[src/rtl/prog_fetch_responder.sv]
// ============================================================================
// prog_fetch_responder
// ----------------------------------------------------------------------------
// Program byte buffer that sits between a byte-serial program loader and a
// processor instruction-fetch port. The loader fills the buffer in order,
// starting at index 0. The processor fetches single bytes by address. A fetch
// of a byte that has not been loaded yet stalls, and HALT is raised until the
// byte arrives. A fetch beyond DEPTH completes at once with NOP_BYTE and an
// error flag.
//
// Handshakes:
//   load  : a byte transfers on a rising clk edge where ld_valid && ld_ready.
//           ld_data is written to mem[loaded_count], and loaded_count
//           increments. ld_ready is low once DEPTH bytes are held.
//   fetch : fetch_req is sampled only in IDLE, and fetch_addr is captured
//           then. Every accepted fetch ends with exactly one fetch_valid
//           pulse, even if fetch_req drops early. A reset aborts the fetch.
//
// Ports:
//   clk, rst          single clock, synchronous active-high reset
//   ld_valid/ld_data  loader byte stream; ld_ready = buffer not full
//   fetch_req/addr    processor fetch request and 12-bit PC address
//   fetch_valid       one-cycle response strobe
//   fetch_data/err    response byte / out-of-range flag (held between pulses)
//   halt              high while a fetch waits for an unloaded byte
//   loaded_count      number of bytes loaded so far (0..DEPTH)
//   dbg_state         current FSM state (0 IDLE, 1 LOOKUP, 2 STALL, 3 RESPOND)
// ============================================================================
module prog_fetch_responder #(
    parameter int unsigned  DEPTH    = 16,
    parameter logic [7:0]   NOP_BYTE = 8'h00,
    localparam int unsigned AW       = $clog2(DEPTH),
    localparam int unsigned CW       = AW + 1
) (
    input  logic          clk,
    input  logic          rst,
    input  logic          ld_valid,
    input  logic [7:0]    ld_data,
    output logic          ld_ready,
    input  logic          fetch_req,
    input  logic [11:0]   fetch_addr,
    output logic          fetch_valid,
    output logic [7:0]    fetch_data,
    output logic          fetch_err,
    output logic          halt,
    output logic [CW-1:0] loaded_count,
    output logic [1:0]    dbg_state
);

    typedef enum logic [1:0] {
        S_IDLE    = 2'd0,
        S_LOOKUP  = 2'd1,
        S_STALL   = 2'd2,
        S_RESPOND = 2'd3
    } state_e;

    state_e        state_q, state_d;

    logic [7:0]    mem_q [DEPTH];
    logic [CW-1:0] count_q, count_d;
    logic [CW-1:0] count_eff;
    logic [11:0]   addr_q, addr_d;
    logic [7:0]    data_q, data_d;
    logic          err_q, err_d;

    logic          ld_fire;
    logic [31:0]   addr_wide;
    logic          addr_oor;
    logic          addr_avail;
    logic          fwd_hit;
    logic [7:0]    rd_byte;
    logic          resolve;

    // ------------------------------------------------------------------
    // Load side
    // ------------------------------------------------------------------
    assign ld_ready     = (count_q < CW'(DEPTH));
    assign ld_fire      = ld_valid && ld_ready;
    assign loaded_count = count_q;

    // Count as it will be after this edge. A lookup that uses this count
    // sees a byte that is being loaded in the same cycle.
    assign count_eff = count_q + {{(CW-1){1'b0}}, ld_fire};

    always_comb begin
        count_d = count_q;
        if (ld_fire) begin
            count_d = count_q + {{(CW-1){1'b0}}, 1'b1};
        end
    end

    // Storage has no reset. Stale contents cannot be read because
    // loaded_count restarts at zero.
    always_ff @(posedge clk) begin
        if (ld_fire && !rst) begin
            mem_q[count_q[AW-1:0]] <= ld_data;
        end
    end

    // ------------------------------------------------------------------
    // Address decode against the captured fetch address
    // ------------------------------------------------------------------
    assign addr_wide  = {20'd0, addr_q};
    assign addr_oor   = (addr_wide >= DEPTH);
    assign addr_avail = (addr_wide < {{(32-CW){1'b0}}, count_eff});

    // The byte being written right now is the one we want. Forward it
    // straight from ld_data, because the array write only lands at the edge.
    assign fwd_hit = ld_fire && (addr_wide == {{(32-CW){1'b0}}, count_q});
    assign rd_byte = fwd_hit ? ld_data : mem_q[addr_q[AW-1:0]];

    always_comb begin
        addr_d = addr_q;
        if ((state_q == S_IDLE) && fetch_req) begin
            addr_d = fetch_addr;
        end
    end

    // ------------------------------------------------------------------
    // FSM: state register
    // ------------------------------------------------------------------
    always_ff @(posedge clk) begin
        if (rst) begin
            state_q <= S_IDLE;
        end else begin
            state_q <= state_d;
        end
    end

    // ------------------------------------------------------------------
    // FSM: next-state logic
    // ------------------------------------------------------------------
    always_comb begin
        state_d = state_q;
        case (state_q)
            S_IDLE: begin
                if (fetch_req) begin
                    state_d = S_LOOKUP;
                end
            end
            S_LOOKUP: begin
                if (addr_oor || addr_avail) begin
                    state_d = S_RESPOND;
                end else begin
                    state_d = S_STALL;
                end
            end
            S_STALL: begin
                // The address is known to be in range here, so only
                // arrival of the byte matters.
                if (addr_avail) begin
                    state_d = S_RESPOND;
                end
            end
            S_RESPOND: begin
                state_d = S_IDLE;
            end
            default: begin
                state_d = S_IDLE;
            end
        endcase
    end

    // ------------------------------------------------------------------
    // FSM: outputs
    // ------------------------------------------------------------------
    // fetch_valid and halt are decoded from the registered state only, so
    // they cannot glitch when the state changes. The response byte is
    // registered on the edge that enters RESPOND. It then holds until the
    // next response or a reset.
    always_comb begin
        resolve = ((state_q == S_LOOKUP) || (state_q == S_STALL)) &&
                  (state_d == S_RESPOND);
        data_d  = data_q;
        err_d   = err_q;
        if (resolve) begin
            data_d = addr_oor ? NOP_BYTE : rd_byte;
            err_d  = addr_oor;
        end
    end

    assign fetch_valid = (state_q == S_RESPOND);
    assign halt        = (state_q == S_STALL);
    assign dbg_state   = state_q;
    assign fetch_data  = data_q;
    assign fetch_err   = err_q;

    // ------------------------------------------------------------------
    // Datapath registers
    // ------------------------------------------------------------------
    always_ff @(posedge clk) begin
        if (rst) begin
            count_q <= '0;
            addr_q  <= '0;
            data_q  <= 8'h00;
            err_q   <= 1'b0;
        end else begin
            count_q <= count_d;
            addr_q  <= addr_d;
            data_q  <= data_d;
            err_q   <= err_d;
        end
    end

endmodule

[config.mk]
export PLATFORM = sky130hd
export DESIGN_NAME = prog_fetch_responder
export DESIGN_NICKNAME = d
export VERILOG_FILES = /design/src/rtl/prog_fetch_responder.sv
export SDC_FILE = /design/constraint.sdc
export NUM_CORES = 1
export LEC_CHECK = 0
export CAP_MARGIN = 10
export CORE_AREA = 2 2 109 111
export DETAILED_ROUTE_END_ITERATION = 7
export DIE_AREA = 0 0 111 113
export HOLD_SLACK_MARGIN = 0.03
export PLACE_DENSITY = 0.88
export SYNTH_ARGS = -nofsm -noshare
export SYNTH_HDL_FRONTEND = slang
export SYNTH_SLANG_ARGS = --single-unit
[constraint.sdc]
create_clock -name clk -period 3.31 [get_ports clk]
set_input_delay 0.331 -clock clk [delete_from_list [all_inputs] [get_ports clk]]
set_output_delay 0.331 -clock clk [all_outputs]
set_load 0.01 [all_outputs]
Yosys cells after proc, flatten, opt, wreduce, memory -nomap -nowiden
Memories as Yosys holds them, arrays and structs flattened. A register that Yosys moved wholly into a read port is not among the register bits.
Index checks and enable logic that the tools add are counted.
{"block": "totals", "in_bits": 24, "elab_cells": 35, "n_memories": 1, "ram_bits": 128, "reg_bits": 28, "output_inout_bits": 19}
{"name": "mem_q", "words": 16, "word_bits": 8, "rd": 1, "rd_ports_with_merged_regs": 1, "write_ports": 1, "line": "59", "rtl": "logic [7:0] mem_q [DEPTH];"}
{"block": "classes", "magnitude_cmp": 3, "reduce_logical": 9, "n_eq_ne": 5, "add_sub_neg": 2, "n_mux": 10}
{"operator": "$mux 8", "n": 2}
{"operator": "$eq 12x5->1", "n": 1}
{"operator": "$ge 12x5->1 const B", "n": 1}
{"operator": "$lt 12x5->1", "n": 1}
{"operator": "$mux 4", "n": 2}
{"operator": "$pmux 2 s4", "n": 1}
{"operator": "$eq 2x2->1 const B", "n": 3}
{"operator": "$add 5x1->5", "n": 1}
{"operator": "$add 5x1->5 const B", "n": 1}
{"operator": "$logic_and 1x1->1", "n": 5}
{"operator": "$lt 5x5->1 const B", "n": 1}
{"operator": "$mux 2", "n": 2}
{"operator": "$mux 1", "n": 3}
{"operator": "$eq 2x1->1 const B", "n": 1}
{"operator": "$logic_not 2->1", "n": 1}
{"operator": "$logic_or 1x1->1", "n": 2}
{"operator": "$logic_not 1->1", "n": 1}

Depth between registers and ports, before layout
{"block": "depth", "depth_word": 9, "mapped_depth": 14, "mapped_depth_nobuf": 12}

Worst setup path before layout
Ideal clock, no wire load.
{"block": "synth_path", "path_kind": "reg-to-reg", "from": "reg count_q[4], in the netlist loaded_count[4]", "to": "reg data_q[1], in the netlist fetch_data[1]", "n_path_buf": 2, "t_required_ns": 3.225, "period_less_slack_ns": 2.850, "t_arrival_ns": 2.766, "setup_time_ns": 0.085, "setup_slack_ns": 0.460, "path_stages_with_launch": 14, "cell_sequence": "dfxtp_1 -> nor2b_1 -> buf_4 -> ha_1 -> ha_1 -> nand3_1 -> xnor2_1 -> ha_1 -> or4b_1 -> o31a_1 -> a211oi_2 -> o21ai_2 -> buf_6 -> o31ai_2"}
{"block": "synth_between", "elab_chain_len": 9, "word_cells_on_any_way": 14, "cone_classes": "add/sub (1); order compare (2); eq/ne (2); mux (5); reduce/logical (4)"}
{"element": "from (decl)", "line": "60", "rtl": "logic [CW-1:0] count_q, count_d;"}
{"element": "from (signal assigned)", "line": "198", "rtl": "count_q <= count_d;"}
{"element": "$lt 5x5->1", "line": "77", "rtl": "assign ld_ready = (count_q < CW'(DEPTH));"}
{"element": "$logic_and 1x1->1", "line": "78", "rtl": "assign ld_fire = ld_valid && ld_ready;"}
{"element": "$add 5x1->5", "line": "83", "rtl": "assign count_eff = count_q + {{(CW-1){1'b0}}, ld_fire};"}
{"element": "$lt 12x5->1", "line": "105", "rtl": "assign addr_avail = (addr_wide < {{(32-CW){1'b0}}, count_eff});"}
{"element": "$logic_or 1x1->1", "line": "142", "rtl": "if (addr_oor || addr_avail) begin"}
{"element": "$mux 1", "line": "142"}
{"element": "$pmux 2 s4", "line": "135", "rtl": "case (state_q)"}
{"element": "$eq 2x2->1", "line": "173", "rtl": "(state_d == S_RESPOND);"}
{"element": "$logic_and 1x1->1", "line": "172", "rtl": "resolve = ((state_q == S_LOOKUP) || (state_q == S_STALL)) &&"}
{"element": "to (signal assigned)", "line": "200", "rtl": "data_q <= data_d;"}
{"element": "to (decl)", "line": "63", "rtl": "logic [7:0] data_q, data_d;"}
Several ways; a longest one is shown, not always the timed one.
A chain may end at the register's enable or synchronous reset.

Worst setup path after layout
{"block": "layout_path", "from": "in ld_valid", "to": "reg data_q[2], in the netlist fetch_data[2]"}
{"block": "layout_between", "elab_chain_len": 8, "word_cells_on_any_way": 12, "cone_classes": "add/sub (1); order compare (1); eq/ne (1); mux (5); reduce/logical (4)"}
{"element": "from (decl)", "line": "37", "rtl": "input logic ld_valid,"}
{"element": "$logic_and 1x1->1 (*)", "line": "78"}
{"element": "$add 5x1->5", "line": "83"}
{"element": "$lt 12x5->1", "line": "105"}
{"element": "$logic_or 1x1->1", "line": "142"}
{"element": "$mux 1", "line": "142"}
{"element": "$pmux 2 s4", "line": "135"}
{"element": "$eq 2x2->1", "line": "173"}
{"element": "$logic_and 1x1->1", "line": "172"}
Mark *: on every way between the ends. The rest lies on a longest branch, timed or not.

==> results <==
- The run finished with clean final reports.
- After synthesis, the share of cell area in mux cells is 0.130.
- The CTS tree is yes.
- Across all register-to-register paths, the minimum setup slack is 0.38 ns.
- Once the clock tree was built, the resizer swapped 0 gates to a different size.
- The startpoint of the most critical setup path is ld_valid.
- The count of final setup violators is 0.
- For this design the static power due to leakage is 0.00258 µW.
- During synthesis, Yosys emitted a total of 0 warnings.
- Among all flip-flop cells after synthesis, the most frequent one is sky130_fd_sc_hd__edfxtp_1.
- The netlist area before placement is 6610 µm².
- Relative to the synthesized area, the layout overhead comes to 17.9%.
- The number of top-level pins is 43.
- The worst clock skew on the final layout is 0.00872 ns.
- The number of global-route vias before repair is 4028.
- The launch instance of the worst register-to-register path is loaded_count[4].
- The minimum clock period after layout is 2.99 ns.
- The share of the synthesized area in compound gates (AO/OA/AOI/OAI) is 0.0566.
- The final number of max-transition violations is 0.
- The setup path with the least slack is of type in2reg.
- Of the total synthesized cell area, the portion taken by full adders, half adders and majority gates is 0.0284.
- The relative slew slack is 0.336.
- The number of cells traversed by the worst register-to-register path is 12.
- The number of nets with antenna violations after detailed routing is 0.
- No sink is reached through more buffers than the 2 on the longest clock path.
- The fmax is 334 MHz.
- The repair_antennas step left the layout with diodes totalling 0.
- Entering global routing, the biggest net connects 30 pins.
- The clock net in this run drives a total of 160 sinks.
- Counting flops with an async set or reset pin after synthesis yields a share of 0.
- The number of buffers inserted to repair setup after CTS is 0.
- After detailed routing, the average wire length per cell comes to 22.3 µm.
- Of the total power, the share spent switching nets is 0.273.
- The maximum VDD drop is 0.508 mV.
- The placement row count is 39.
- The clock reaches the later pin of the worst-skew pair after 0.42 ns.
- The clock tree root driver cell is sky130_fd_sc_hd__clkbuf_16.
- After detailed routing, the total wire length is 14000 µm.
- The die covers 12500 µm².
- The number of buffers inserted for hold repair after clock tree synthesis is 0.
- Of all nets on the critical path, the largest fanout is 17.
- Max-cap violations in this run came to 0.
- The first routing iteration left 332 violations.
- The register bit count reported by yosys is 160.
- The portion of total power attributed to combinational logic is 0.191.
- For the pin with the worst max-slew slack, the measured transition is 0.993 ns.
- In this run the critical register-to-register path is captured at fetch_data[2].
- The internal power summed over all cells is 3760 µW.
- The sequential share of power is 0.454.
- The net count of the mapped netlist is 458.
- The final net count is 512.
- For this run, design rule violations remaining after detail routing come to 0.
- Summed over all failing endpoints, the final setup total negative slack is 0 ns.
- For this run, the number of standard cells in the final layout without fillers is 629.
- Data on the critical path is required at its endpoint by 3.59 ns.
- The core region is 11300 µm².
- The detailed placer's ending HPWL is 9000 µm.
- The sequential cell area fraction in the yosys report is 0.679.
- For this run the aggregate overflow at the end of global routing stands at 0.
- In the routed layout, each cell is associated on average with a via count of 6.05.
- The total number of vias is 3808.
- In the global route stage, overall resource usage came out at 0.240.
- The length of the first detailed-routing pass in iterations is 4.
- The die height is 113 µm.
- The number of levels the H-tree was split into is 4.
- Of the available clock period, the critical path in the final layout requires 0.905.
- For this design the ratio of total power to cell area is 665 nW/µm².
- The floorplan step set the die width to 111 µm.
- At the worst endpoint, the arrival time is 3.27 ns.
- For this configuration, the core starts out at a cell density of 0.586.
- The timing endpoint of the critical path is fetch_data[2].
- The worst hold slack across all endpoints is 0.457 ns.
- Of the total synthesized cell area, the portion taken by AND, OR, NAND and NOR gates is 0.0718.
- After synthesis, the largest family of logic cells by area is multiplexers.
- The net switching power is 1410 µW.
- The final estimated routing congestion in global placement is 0.800.
- Of the total power, the clock network draws 0.356.
- The initial antenna violation count is 0.
- For this run, the share of the core covered by cells in the final layout is 0.691.
- Synthesis produced a netlist whose cell count is 419.
- The multi-input combinational cell area is 1980 µm².
- Of the total synthesized cell area, the portion taken by XOR and XNOR cells is 0.0133.
- The number of CTS-inserted buffers is 17.
- After detailed placement, the design holds a cell count of 597.
- The count of buffers inserted at the top-level ports is 42.
- Of the cells placed in the final design, the portion with a size suffix greater than 1 is 0.204.
- The worst setup path is launched from an input port.
- After synthesis, the mean cell area works out to 15.8 µm².
- The capturing element type of the critical path is a flip-flop.
- Setup repair after global routing left no endpoint under its margin.
- The number of fill cells in the layout is 725.
- The first global-routing pass estimated 21900 µm of wire.
- In this run, synthesis inferred 128 flip-flops with an integrated enable.
- The clock-pin transition on the worst setup and hold timing paths is 0.06 ns.
- The count of different cell masters after synthesis is 46.
- The path type of the worst min-delay path is in2reg.
- The sequential cells in the finished layout cover a total of 4480 µm².
- The final hold violation count is 0.
## power by group through the flow
stage / Sequential [µW] / Clock [µW] / Combinational (µW)
finish: 2350 / 1840 / 986
global route: 2360 / 1940 / 1080
CTS: 2350 / 1870 / 991
detailed placement: 2390 / 0 / 975
global placement: 2380 / 0 / 937
floorplan: 2360 / 0 / 683
## cells in the mapped netlist, types with 4 or more instances
master,count,area share
sky130_fd_sc_hd__a21oi_1,16,0.012
sky130_fd_sc_hd__buf_2,6,0.0045
sky130_fd_sc_hd__clkbuf_1,12,0.0068
sky130_fd_sc_hd__dfxtp_1,32,0.097
sky130_fd_sc_hd__edfxtp_1,128,0.58
sky130_fd_sc_hd__ha_1,15,0.028
sky130_fd_sc_hd__inv_1,8,0.0045
sky130_fd_sc_hd__mux2_2,11,0.019
sky130_fd_sc_hd__mux2i_1,17,0.026
sky130_fd_sc_hd__mux4_2,25,0.085
sky130_fd_sc_hd__nand2_1,38,0.022
sky130_fd_sc_hd__nand3_1,4,0.0030
sky130_fd_sc_hd__nand3b_1,9,0.010
sky130_fd_sc_hd__nor2_1,25,0.014
sky130_fd_sc_hd__o21ai_0,5,0.0038
sky130_fd_sc_hd__o21ai_2,4,0.0053
sky130_fd_sc_hd__o22ai_1,9,0.0085
sky130_fd_sc_hd__o31ai_1,6,0.0068
sky130_fd_sc_hd__xnor2_1,7,0.0093
## final cells by class
cell class / instances / area share
Timing Repair Buffer: 58 / 0.0710
Sequential cell: 160 / 0.576
Tap cell: 143 / 0.0230
Multi-Input combinational cell: 228 / 0.254
Clock buffer: 21 / 0.0623
Clock inverter: 11 / 0.00980
Inverter: 8 / 0.00386
## worst max-delay path: stages
cell and delay, ns:
sky130_fd_sc_hd__clkdlybuf4s50_1 0.46, sky130_fd_sc_hd__nor2b_1 0.17, sky130_fd_sc_hd__ha_1 0.19, sky130_fd_sc_hd__ha_1 0.17
sky130_fd_sc_hd__nand3_1 0.10, sky130_fd_sc_hd__xnor2_1 0.16, sky130_fd_sc_hd__ha_1 0.19, sky130_fd_sc_hd__or4b_1 0.48
sky130_fd_sc_hd__o31a_1 0.28, sky130_fd_sc_hd__a211oi_2 0.21, sky130_fd_sc_hd__o21ai_2 0.25, sky130_fd_sc_hd__nand3b_1 0.19
sky130_fd_sc_hd__o31ai_1 0.09
## cell families (layout without fill, tap and decap cells)
family          count (synthesis)  in the layout
buf+inv                        31             98
simple gates                   95             95
xor+xnor                       10             10
mux                            53             53
flops                         160            160
compound gates                 55             55
fa+ha+maj                      15             15
## worst min-delay path by stage
stage | startpoint | end | slack [ns] | depth (start not counted)
after floorplan | ld_data[0] | mem_q[0][0] | 0.43 | 0
after global placement | addr_q[11] | addr_q[11] | 0.44 | 2
after detailed placement | addr_q[9] | addr_q[9] | 0.46 | 2
after CTS | fetch_addr[4] | addr_q[4] | 0.44 | 3
after global routing | fetch_addr[4] | addr_q[4] | 0.47 | 3
final | fetch_addr[4] | addr_q[4] | 0.46 | 3
## metrics by stage
step	power, µW	setup slack (ns)	cell area [µm²]
final	5180	0.316	7790
after CTS	5210	0.314	7790
after global placement	3320	0.0504	7230
after global routing	5370	0.0987	7790
after detailed placement	3360	-0.105	7230
after floorplan	3040	0.460	6610
## placed cells by master (no fill, tap or decap), types with 2 or more instances in the layout
cell	instances
sky130_fd_sc_hd__nand3_2	3
sky130_fd_sc_hd__edfxtp_1	128
sky130_fd_sc_hd__nor2_1	25
sky130_fd_sc_hd__xor2_1	3
sky130_fd_sc_hd__nand3_1	4
sky130_fd_sc_hd__clkbuf_16	18
sky130_fd_sc_hd__o22ai_1	9
sky130_fd_sc_hd__dfxtp_1	32
sky130_fd_sc_hd__inv_1	8
sky130_fd_sc_hd__clkdlybuf4s50_1	42
sky130_fd_sc_hd__nand2_1	38
sky130_fd_sc_hd__buf_4	15
sky130_fd_sc_hd__o21ai_2	4
sky130_fd_sc_hd__nand3b_1	9
sky130_fd_sc_hd__mux2_2	11
sky130_fd_sc_hd__o31ai_1	6
sky130_fd_sc_hd__clkinv_4	2
sky130_fd_sc_hd__o211ai_1	3
sky130_fd_sc_hd__mux2i_1	17
sky130_fd_sc_hd__ha_1	15
sky130_fd_sc_hd__nor2b_1	3
sky130_fd_sc_hd__nand2b_1	2
sky130_fd_sc_hd__inv_4	4
sky130_fd_sc_hd__o31ai_2	3
sky130_fd_sc_hd__clkinvlp_4	2
sky130_fd_sc_hd__clkinv_2	2
sky130_fd_sc_hd__clkbuf_8	2
sky130_fd_sc_hd__a31oi_1	3
sky130_fd_sc_hd__a21oi_1	16
sky130_fd_sc_hd__o21ai_0	5
sky130_fd_sc_hd__xnor2_1	7
sky130_fd_sc_hd__mux4_2	25
## state kept, by name, summed over array words and instances (netlist names), named ones only
register	count
mem_q	128
addr_q	12
fetch_data	8
loaded_count	5
dbg_state	2
fetch_err	1
## routing by layer
metal	share of wire	global-route usage	routed length, µm	vias to the layer above
li1	-	-	-	1713
met3	0.069	0.0653	964	34
met4	0.027	0.118	379	0
met5	0	0	0	-
met1	0.37	0.283	5170	1884
met2	0.54	0.412	7530	177
Note: power is estimated with default switching activity, not from simulation.
